$ cat config.mk
export PLATFORM = sky130hd
export DESIGN_NAME = usb_rx_ctrl
export DESIGN_NICKNAME = d
export VERILOG_FILES = /design/src/rtl/usb_rx_ctrl.sv
export SDC_FILE = /design/constraint.sdc
export NUM_CORES = 1
export LEC_CHECK = 0
export ABC_AREA = 0
export CAP_MARGIN = 10
export CORE_MARGIN = 4
export CORE_UTILIZATION = 49
export DETAILED_ROUTE_END_ITERATION = 10
export GPL_TIMING_DRIVEN = 0
export PLACE_DENSITY = 0.78
export SYNTH_ARGS = -nofsm -noshare
export SYNTH_HDL_FRONTEND = slang
export SYNTH_SLANG_ARGS = --single-unit
$ cat constraint.sdc
create_clock -name clk -period 2.5 [get_ports clk]
set_clock_uncertainty 0.2 [all_clocks]
set_input_delay 0.375 -clock clk [delete_from_list [all_inputs] [get_ports clk]]
set_output_delay 0.375 -clock clk [all_outputs]
set_load 0.1 [all_outputs]
$ cat src/rtl/usb_rx_ctrl.sv
// USB receive packet controller: tracks SYNC, PID and payload bytes of one
// packet, strobes payload bytes into the receive FIFO and reports packet end
// or error. All outputs come straight from registers.
module usb_rx_ctrl #(
  parameter logic [7:0]  SYNC_BYTE = 8'h80,
  parameter int unsigned MAX_BYTES = 64,
  parameter int unsigned EOP_MAX   = 4
) (
  input  logic       clk,
  input  logic       n_rst,
  input  logic       d_edge,
  input  logic       eop,
  input  logic       shift_enable,
  input  logic       byte_received,
  input  logic [7:0] rcv_data,
  input  logic       fifo_full,
  output logic       rcving,
  output logic       w_enable,
  output logic       r_error,
  output logic [3:0] rx_pid,
  output logic       pid_valid,
  output logic       rx_done,
  output logic [6:0] byte_count
);

  localparam logic [6:0] MaxBytesW = 7'(MAX_BYTES);
  localparam logic [3:0] EopMaxW   = 4'(EOP_MAX);

  typedef enum logic [2:0] {
    StIdle,
    StSync,
    StPid,
    StData,
    StEopWait,
    StDone,
    StError
  } state_e;

  state_e     state_q, state_d;
  logic [2:0] eop_cnt_q, eop_cnt_d;
  logic [3:0] eop_cnt_inc;
  // Set once eop has been seen while in StError; the line is idle after it drops.
  logic       err_eop_q, err_eop_d;

  logic       rcving_q, rcving_d;
  logic       w_enable_q, w_enable_d;
  logic       r_error_q, r_error_d;
  logic [3:0] rx_pid_q, rx_pid_d;
  logic       pid_valid_q, pid_valid_d;
  logic       rx_done_q, rx_done_d;
  logic [6:0] byte_count_q, byte_count_d;

  // Next-state and next-output decode.
  always_comb begin
    state_d      = state_q;
    eop_cnt_d    = eop_cnt_q;
    err_eop_d    = 1'b0;
    w_enable_d   = 1'b0;
    r_error_d    = r_error_q;
    rx_pid_d     = rx_pid_q;
    pid_valid_d  = pid_valid_q;
    byte_count_d = byte_count_q;
    // One extra bit so an over-long SE0 is caught instead of wrapping.
    eop_cnt_inc  = {1'b0, eop_cnt_q} + 4'd1;

    unique case (state_q)
      StIdle: begin
        if (d_edge) begin
          state_d      = StSync;
          r_error_d    = 1'b0;
          pid_valid_d  = 1'b0;
          byte_count_d = 7'd0;
        end
      end
      StSync: begin
        if (byte_received) begin
          state_d = (rcv_data == SYNC_BYTE) ? StPid : StError;
        end else if (eop) begin
          state_d = StError;
        end
      end
      StPid: begin
        if (byte_received) begin
          if (rcv_data[3:0] == ~rcv_data[7:4]) begin
            state_d     = StData;
            rx_pid_d    = rcv_data[3:0];
            pid_valid_d = 1'b1;
          end else begin
            state_d = StError;
          end
        end else if (eop) begin
          state_d = StError;
        end
      end
      StData: begin
        if (byte_received) begin
          // Truncated byte, overflow and length limit all drop the byte.
          if (eop || fifo_full || (byte_count_q >= MaxBytesW)) begin
            state_d = StError;
          end else begin
            w_enable_d   = 1'b1;
            byte_count_d = byte_count_q + 7'd1;
          end
        end else if (eop) begin
          state_d   = StEopWait;
          eop_cnt_d = 3'd0;
        end
      end
      StEopWait: begin
        if (!eop) begin
          state_d = (eop_cnt_q != 3'd0) ? StDone : StError;
        end else if (shift_enable) begin
          eop_cnt_d = eop_cnt_inc[2:0];
          if (eop_cnt_inc > EopMaxW) begin
            state_d = StError;
          end
        end
      end
      StDone: begin
        state_d = StIdle;
      end
      StError: begin
        err_eop_d = err_eop_q | eop;
        if (!eop && err_eop_q) begin
          state_d = StIdle;
        end
      end
      default: begin
        state_d = StIdle;
      end
    endcase

    if (state_d == StError) begin
      r_error_d = 1'b1;
    end

    rcving_d  = (state_d == StSync) || (state_d == StPid) ||
                (state_d == StData) || (state_d == StEopWait);
    rx_done_d = (state_d == StDone);
  end

  // State and output registers.
  always_ff @(posedge clk or negedge n_rst) begin
    if (!n_rst) begin
      state_q      <= StIdle;
      eop_cnt_q    <= 3'd0;
      err_eop_q    <= 1'b0;
      rcving_q     <= 1'b0;
      w_enable_q   <= 1'b0;
      r_error_q    <= 1'b0;
      rx_pid_q     <= 4'h0;
      pid_valid_q  <= 1'b0;
      rx_done_q    <= 1'b0;
      byte_count_q <= 7'd0;
    end else begin
      state_q      <= state_d;
      eop_cnt_q    <= eop_cnt_d;
      err_eop_q    <= err_eop_d;
      rcving_q     <= rcving_d;
      w_enable_q   <= w_enable_d;
      r_error_q    <= r_error_d;
      rx_pid_q     <= rx_pid_d;
      pid_valid_q  <= pid_valid_d;
      rx_done_q    <= rx_done_d;
      byte_count_q <= byte_count_d;
    end
  end

  assign rcving     = rcving_q;
  assign w_enable   = w_enable_q;
  assign r_error    = r_error_q;
  assign rx_pid     = rx_pid_q;
  assign pid_valid  = pid_valid_q;
  assign rx_done    = rx_done_q;
  assign byte_count = byte_count_q;

endmodule

# After elaboration in Yosys (flattened, before gate mapping)
# Index checks and enable logic that the tools add are counted.
# word_totals
in_bits	15
ff_bits	23
word_cells	91
# op_classes
n_eq_ne	22
magnitude_cmp	2
n_addsub	2
mux	34
bitwise_logic	2
reduce_logical	19
# ops
operator	n
3-bit 2-to-1 mux	17
7-bit 2-to-1 mux	3
2-bit != test, second input constant	9
3-bit case mux with 6 select lines	1
3-bit == test, second input constant	5
7-bit case mux with 2 select lines	1
3-bit by 2-bit == test with 1-bit output, second input constant	4
2-bit nonzero test	5
1-bit 2-to-1 mux	9
8-bit == test, second input constant	1
4-bit AND reduction	2
7-bit by 1-bit adder with 7-bit output, second input constant	1
7-bit >= comparator, second input constant	1
3-bit by 1-bit == test with 1-bit output, second input constant	2
3-bit case mux with 2 select lines	1
1-bit logical OR	5
5-bit AND reduction	1
3-bit by 1-bit adder with 4-bit output, second input constant	1
4-bit == test	1
4-bit by 3-bit > comparator with 1-bit output, second input constant	1
4-bit inverter	1
3-bit zero test	1
3-bit AND reduction	1
3-bit nonzero test	1
6 further kinds	6

# Longest topological paths before layout
# logic_depth
word_depth	10
depth_mapped	7

# Worst setup path after synthesis
# Ideal clock, no wire load.
# synth_path
kind	register to register
from	register byte_count_q[6], in the netlist byte_count[6]
to	register state_q[0]
arrival_time_ns	2.084
synth_period_minus_slack_ns	2.409
path_slack_ns	0.091
stages_incl_launch_ff	5
t_required_ns	2.176
cell_sequence	dfrtp_1 > nor3_1 > and3_4 > or4_4 > or2_1
# synth_between
elab_chain_len	5
# synth_lines
item	line_no	text
from (decl)	51	logic [6:0] byte_count_q, byte_count_d;
from (signal assigned)	165	byte_count_q <= byte_count_d;
7-bit >= comparator	98	if (eop || fifo_full || (byte_count_q >= MaxBytesW)) begin
1-bit logical OR	98	
3-bit 2-to-1 mux	98	
3-bit 2-to-1 mux	96	if (byte_received) begin
3-bit case mux with 6 select lines	66	unique case (state_q)
net state_d[0]	39	state_e state_q, state_d;
to (signal assigned)	145	state_q <= StIdle;
to (signal assigned)	156	state_q <= state_d;
to (decl)	39	
# The timed path passes the listed nets, and every way through them passes these cells.
# A chain may end at the register's enable or synchronous reset.

# Final worst setup path
# layout_path
from	register byte_count_q[5], in the netlist byte_count[5]
to	output port byte_count[5]
# layout_rtl
item	line_no	text
to (decl)	23	output logic [6:0] byte_count
# No word-level cell between the ends.

==> report_table.html <==
<table>
<tr><th>Metric</th><th>Value</th></tr>
<tr><th colspan="2">Run status</th></tr>
<tr><td>Result of the run</td><td>finished clean</td></tr>
<tr><th colspan="2">Clock tree</th></tr>
<tr><td>Sinks on the clock net</td><td>23</td></tr>
<tr><td>Maximum buffer depth of the clock tree</td><td>2</td></tr>
<tr><td>Clk slew on worst S/H paths</td><td>roughly 120 ps</td></tr>
<tr><td>Cts bufs inserted</td><td>3</td></tr>
<tr><td>Clock root buffer</td><td>sky130_fd_sc_hd__clkbuf_4</td></tr>
<tr><td>Setup Buffers After CTS</td><td>0</td></tr>
<tr><td>Clk Latency, worst-skew pair</td><td>around 320 ps</td></tr>
<tr><td>CTS Hold Buffers Added</td><td>0</td></tr>
<tr><td>CTS tree</td><td>done</td></tr>
<tr><td>H-tree levels</td><td>1</td></tr>
<tr><th colspan="2">Critical path</th></tr>
<tr><td>Req. time, crit path</td><td>1920 ps</td></tr>
<tr><td>Cell with the biggest individual delay on the critical path</td><td>sky130_fd_sc_hd__clkdlybuf4s50_1</td></tr>
<tr><td>Arrival time reported for the critical path endpoint</td><td>~1900 ps</td></tr>
<tr><td>Category of the worst setup path capture point</td><td>primary output</td></tr>
<tr><td>Critical path start-end classification</td><td>reg2out</td></tr>
<tr><td>Cells along the critical path</td><td>clkdlybuf4s50_1</td></tr>
<tr><td>Launching element type of the critical path</td><td>flop</td></tr>
<tr><td>Crit path buf inv count</td><td>1</td></tr>
<tr><td>Maximum fanout encountered on the critical timing path</td><td>3</td></tr>
<tr><td>CP top delay family</td><td>buffers and inverters</td></tr>
<tr><td>Slowest Stage Delay on Critical Path</td><td>between 1000 and 1500 ps</td></tr>
<tr><td>Total number of cells along the worst setup path</td><td>1</td></tr>
<tr><td>Setup slack of the most critical reg-to-reg path</td><td>around 460 ps</td></tr>
<tr><td>Reg2Reg Depth</td><td>5</td></tr>
<tr><th colspan="2">Synth</th></tr>
<tr><td>Sequential-to-total area share from yosys stat</td><td>between 40% and 50%</td></tr>
<tr><td>Async set-or-reset flop fraction in the synthesized netlist</td><td>100.0%</td></tr>
<tr><td>Number of synthesized register bits</td><td>23</td></tr>
<tr><td>Count of cell types in the netlist</td><td>between 40 and 50</td></tr>
<tr><td>Count of warnings emitted by yosys</td><td>0</td></tr>
<tr><td>EDFF count, synth</td><td>0</td></tr>
<tr><td>Cell count after synthesis</td><td>128</td></tr>
<tr><td>Post-synth top flop</td><td>sky130_fd_sc_hd__dfrtp_1</td></tr>
<tr><td>Post-Syn Area</td><td>roughly 1400 µm²</td></tr>
<tr><td>Number of nets in the synthesized netlist</td><td>~150</td></tr>
<tr><td>Synthesized area per cell</td><td>roughly 11 µm²</td></tr>
<tr><th colspan="2">Timing</th></tr>
<tr><td>Slew Viols, Final</td><td>0</td></tr>
<tr><td>Minimum clock period</td><td>approximately 2500 ps</td></tr>
<tr><td>Slew HR</td><td>between 30% and 40%</td></tr>
<tr><td>Final period util</td><td>98.55%</td></tr>
<tr><td>Worst Max-Slew Pin Slew</td><td>approximately 1000 ps</td></tr>
<tr><td>Final count of negative-setup-slack endpoints</td><td>0</td></tr>
<tr><td>Unrepaired setup endpoints after global routing</td><td>no</td></tr>
<tr><td>Total negative slack</td><td>0 ps</td></tr>
<tr><td>Final Hold Fails</td><td>0</td></tr>
<tr><td>Maximum clock rate</td><td>405.9 MHz</td></tr>
<tr><th colspan="2">GRT</th></tr>
<tr><td>Number of antenna violations at the first check in global routing</td><td>0</td></tr>
<tr><td>Via count of the first global-routing pass</td><td>1110</td></tr>
<tr><td>Global-route congestion overflow total</td><td>0</td></tr>
<tr><td>Wire length of the first global-routing pass</td><td>between 4000 and 5000 µm</td></tr>
<tr><td>Largest net degree at the start of global routing</td><td>24</td></tr>
<tr><td>Overall global routing resource usage</td><td>between 10% and 20%</td></tr>
<tr><th colspan="2">Worst hold path</th></tr>
<tr><td>Cell depth of the worst hold path</td><td>2</td></tr>
<tr><td>Worst min path class</td><td>reg2reg</td></tr>
<tr><th colspan="2">Place</th></tr>
<tr><td>GPL Wtd Cong</td><td>between 0.7 and 0.8</td></tr>
<tr><td>Instance count after placement with tap cells included</td><td>between 150 and 200</td></tr>
<tr><td>HPWL after detailed placement</td><td>2249 µm</td></tr>
<tr><td>Post-placement cell area</td><td>1704 µm²</td></tr>
<tr><td>Number of I/O port buffers</td><td>30</td></tr>
<tr><th colspan="2">Power and ir drop</th></tr>
<tr><td>Maximum VDD drop</td><td>1118 µV</td></tr>
<tr><td>Leakage power total</td><td>between 0.8 and 0.9 nW</td></tr>
<tr><td>P per Cell Area</td><td>approximately 1100 nW/µm²</td></tr>
<tr><th colspan="2">Finish</th></tr>
<tr><td>Layout cell share with drive strength beyond 1</td><td>around 15%</td></tr>
<tr><td>Final standard cell area without fillers</td><td>1740 µm²</td></tr>
<tr><td>Post-layout instance count excluding filler cells</td><td>192</td></tr>
<tr><td>Synth-to-Final Area Change</td><td>27.38%</td></tr>
<tr><td>Final net count</td><td>between 150 and 200</td></tr>
<tr><td>Count of inserted antenna diode cells</td><td>0</td></tr>
<tr><th colspan="2">Drt</th></tr>
<tr><td>Total wire length</td><td>roughly 3000 µm</td></tr>
<tr><td>First drt pass iteration count</td><td>4</td></tr>
<tr><td>Final ANT Viol Nets</td><td>0</td></tr>
<tr><td>Via count of the routed design</td><td>around 1.1k</td></tr>
<tr><td>Post-DR vias/cell</td><td>5.667</td></tr>
<tr><td>Wire length per cell after detailed routing</td><td>around 15 µm</td></tr>
<tr><td>Residual DRC</td><td>0</td></tr>
<tr><td>DRC violation total after the first TritonRoute iteration</td><td>24</td></tr>
<tr><th colspan="2">Floorplan</th></tr>
<tr><td>Floorplan row count</td><td>18</td></tr>
<tr><td>Boundary pin count</td><td>31</td></tr>
<tr><td>Chip Height</td><td>roughly 61 µm</td></tr>
<tr><td>Placeable core area</td><td>about 2600 µm²</td></tr>
<tr><td>Initial core utilization</td><td>53.22%</td></tr>
<tr><td>Die boundary width</td><td>about 61 µm</td></tr>
<tr><td>Die footprint</td><td>~3700 µm²</td></tr>
<tr><th colspan="2">Job</th></tr>
<tr><td>Max-capacitance violation count</td><td>0</td></tr>
</table>
==> cells in the final DEF (no fill, tap or decap), types with 3 or more instances in the layout <==
master / netlist / final
sky130_fd_sc_hd__clkdlybuf4s50_1: 0 / 25
sky130_fd_sc_hd__dfrtp_1: 23 / 23
sky130_fd_sc_hd__nor2_1: 11 / 11
sky130_fd_sc_hd__nand2_1: 10 / 10
sky130_fd_sc_hd__o21ai_0: 8 / 8
sky130_fd_sc_hd__xnor2_1: 5 / 5
sky130_fd_sc_hd__xor2_1: 5 / 5
sky130_fd_sc_hd__inv_1: 4 / 4
sky130_fd_sc_hd__nor3_1: 4 / 4
sky130_fd_sc_hd__mux2_2: 4 / 4
sky130_fd_sc_hd__ha_1: 4 / 4
sky130_fd_sc_hd__dlymetal6s2s_1: 0 / 4
sky130_fd_sc_hd__buf_6: 3 / 3
sky130_fd_sc_hd__nor2b_1: 3 / 3
sky130_fd_sc_hd__nand3_1: 3 / 3
sky130_fd_sc_hd__nand2b_1: 3 / 3
sky130_fd_sc_hd__nor4_1: 3 / 3
sky130_fd_sc_hd__clkbuf_4: 0 / 3
==> through the flow <==
stage / total power [mW] / worst slack, ps / util, % / hold slack [ps]
after global placement: 1.661 / -38.86 / 66.37 / 290.7
final: 1.862 / 36.33 / 67.79 / 325.7
after global routing: 1.963 / 1.423 / 67.79 / 348.8
after CTS: 1.879 / 9.925 / 67.40 / 334.9
after detailed placement: 1.695 / -54.92 / 66.37 / 292.2
after floorplan: 1.430 / 91.30 / - / -120.6
==> state kept, by name (all words and copies together), names as in the netlist <==
signal      flops
eop_cnt_q       3
rcving          1
pid_valid       1
r_error         1
byte_count      7
state_q         3
w_enable        1
rx_pid          4
rx_done         1
err_eop_q       1
==> metal layers <==
| metal | up-vias | GRT usage (%) | share of wire (%) |
|---|---|---|---|
| li1 | 524 | - | - |
| met1 | 513 | 21.78 | 43 |
| met2 | 45 | 30.23 | 48 |
| met3 | 6 | 3.404 | 7.0 |
| met4 | 0 | 8.050 | 1.4 |
| met5 | - | 0 | 0 |
==> what timing repair did <==
item                       4_1_cts  5_1_grt
setup endpoints to repair        1        4
hold endpoints to repair         0        0
pin swaps                        0        0
resized for setup                1        4
==> cell type report <==
| cell class | instances | area [µm²] |
|---|---|---|
| multi-input combinational | 96 | 714.4 |
| clock buffer | 3 | 22.52 |
| clock inverter | 1 | 5.005 |
| inverter | 4 | 15.01 |
| timing repair buffer | 30 | 309.0 |
| tap | 30 | 37.54 |
| fill | 215 | 827.0 |
| sequential | 23 | 575.6 |
| buffer | 5 | 61.31 |
==> worst paths after layout <==
| path | start | end |
|---|---|---|
| worst max-delay path | byte_count[5] | byte_count[5] |
| worst min-delay path | pid_valid | pid_valid |
| worst max register to register | state_q[0] | rx_pid[1] |
| worst min register to register | pid_valid | pid_valid |
| max in group asynchronous | n_rst | r_error |
| min in group asynchronous | n_rst | byte_count[0] |
==> cell usage after synthesis (2+ instances only) <==
cell type | number | share of area [%]
sky130_fd_sc_hd__nand2_1 | 10 | 2.7
sky130_fd_sc_hd__nor4b_4 | 2 | 3.5
sky130_fd_sc_hd__xnor2_1 | 5 | 3.2
sky130_fd_sc_hd__a21oi_1 | 2 | 0.73
sky130_fd_sc_hd__xor2_1 | 5 | 3.2
sky130_fd_sc_hd__nand2b_1 | 3 | 1.4
sky130_fd_sc_hd__nor3b_1 | 2 | 1.1
sky130_fd_sc_hd__clkbuf_8 | 2 | 2.0
sky130_fd_sc_hd__dfrtp_1 | 23 | 42
sky130_fd_sc_hd__inv_1 | 4 | 1.1
sky130_fd_sc_hd__ha_1 | 4 | 3.7
sky130_fd_sc_hd__nor3_1 | 4 | 1.5
sky130_fd_sc_hd__mux2_2 | 4 | 3.3
sky130_fd_sc_hd__nand4b_1 | 2 | 1.3
sky130_fd_sc_hd__nor2b_1 | 3 | 1.4
sky130_fd_sc_hd__nand3b_1 | 2 | 1.1
sky130_fd_sc_hd__nor2_1 | 11 | 3.0
sky130_fd_sc_hd__nand3_1 | 3 | 1.1
sky130_fd_sc_hd__buf_6 | 3 | 2.5
sky130_fd_sc_hd__nor4_1 | 3 | 1.4
sky130_fd_sc_hd__o21ai_0 | 8 | 2.9
==> cell families after synthesis <==
| family | count (synthesis) | synth area share (%) |
|---|---|---|
| xor+xnor | 10 | 6.410 |
| buf+inv | 9 | 5.586 |
| fa+ha+maj | 4 | 3.663 |
| compound gates | 19 | 9.342 |
| mux | 5 | 4.029 |
| flops | 23 | 42.12 |
| simple gates | 58 | 28.85 |
==> power by group <==
| part | switching, mW | internal, mW | total [mW] |
|---|---|---|---|
| clock | 0.117 | 0.0599 | 0.177 |
| combinational | 0.759 | 0.367 | 1.13 |
| sequential | 0.0817 | 0.476 | 0.558 |
(Power assumes the default switching activity.)
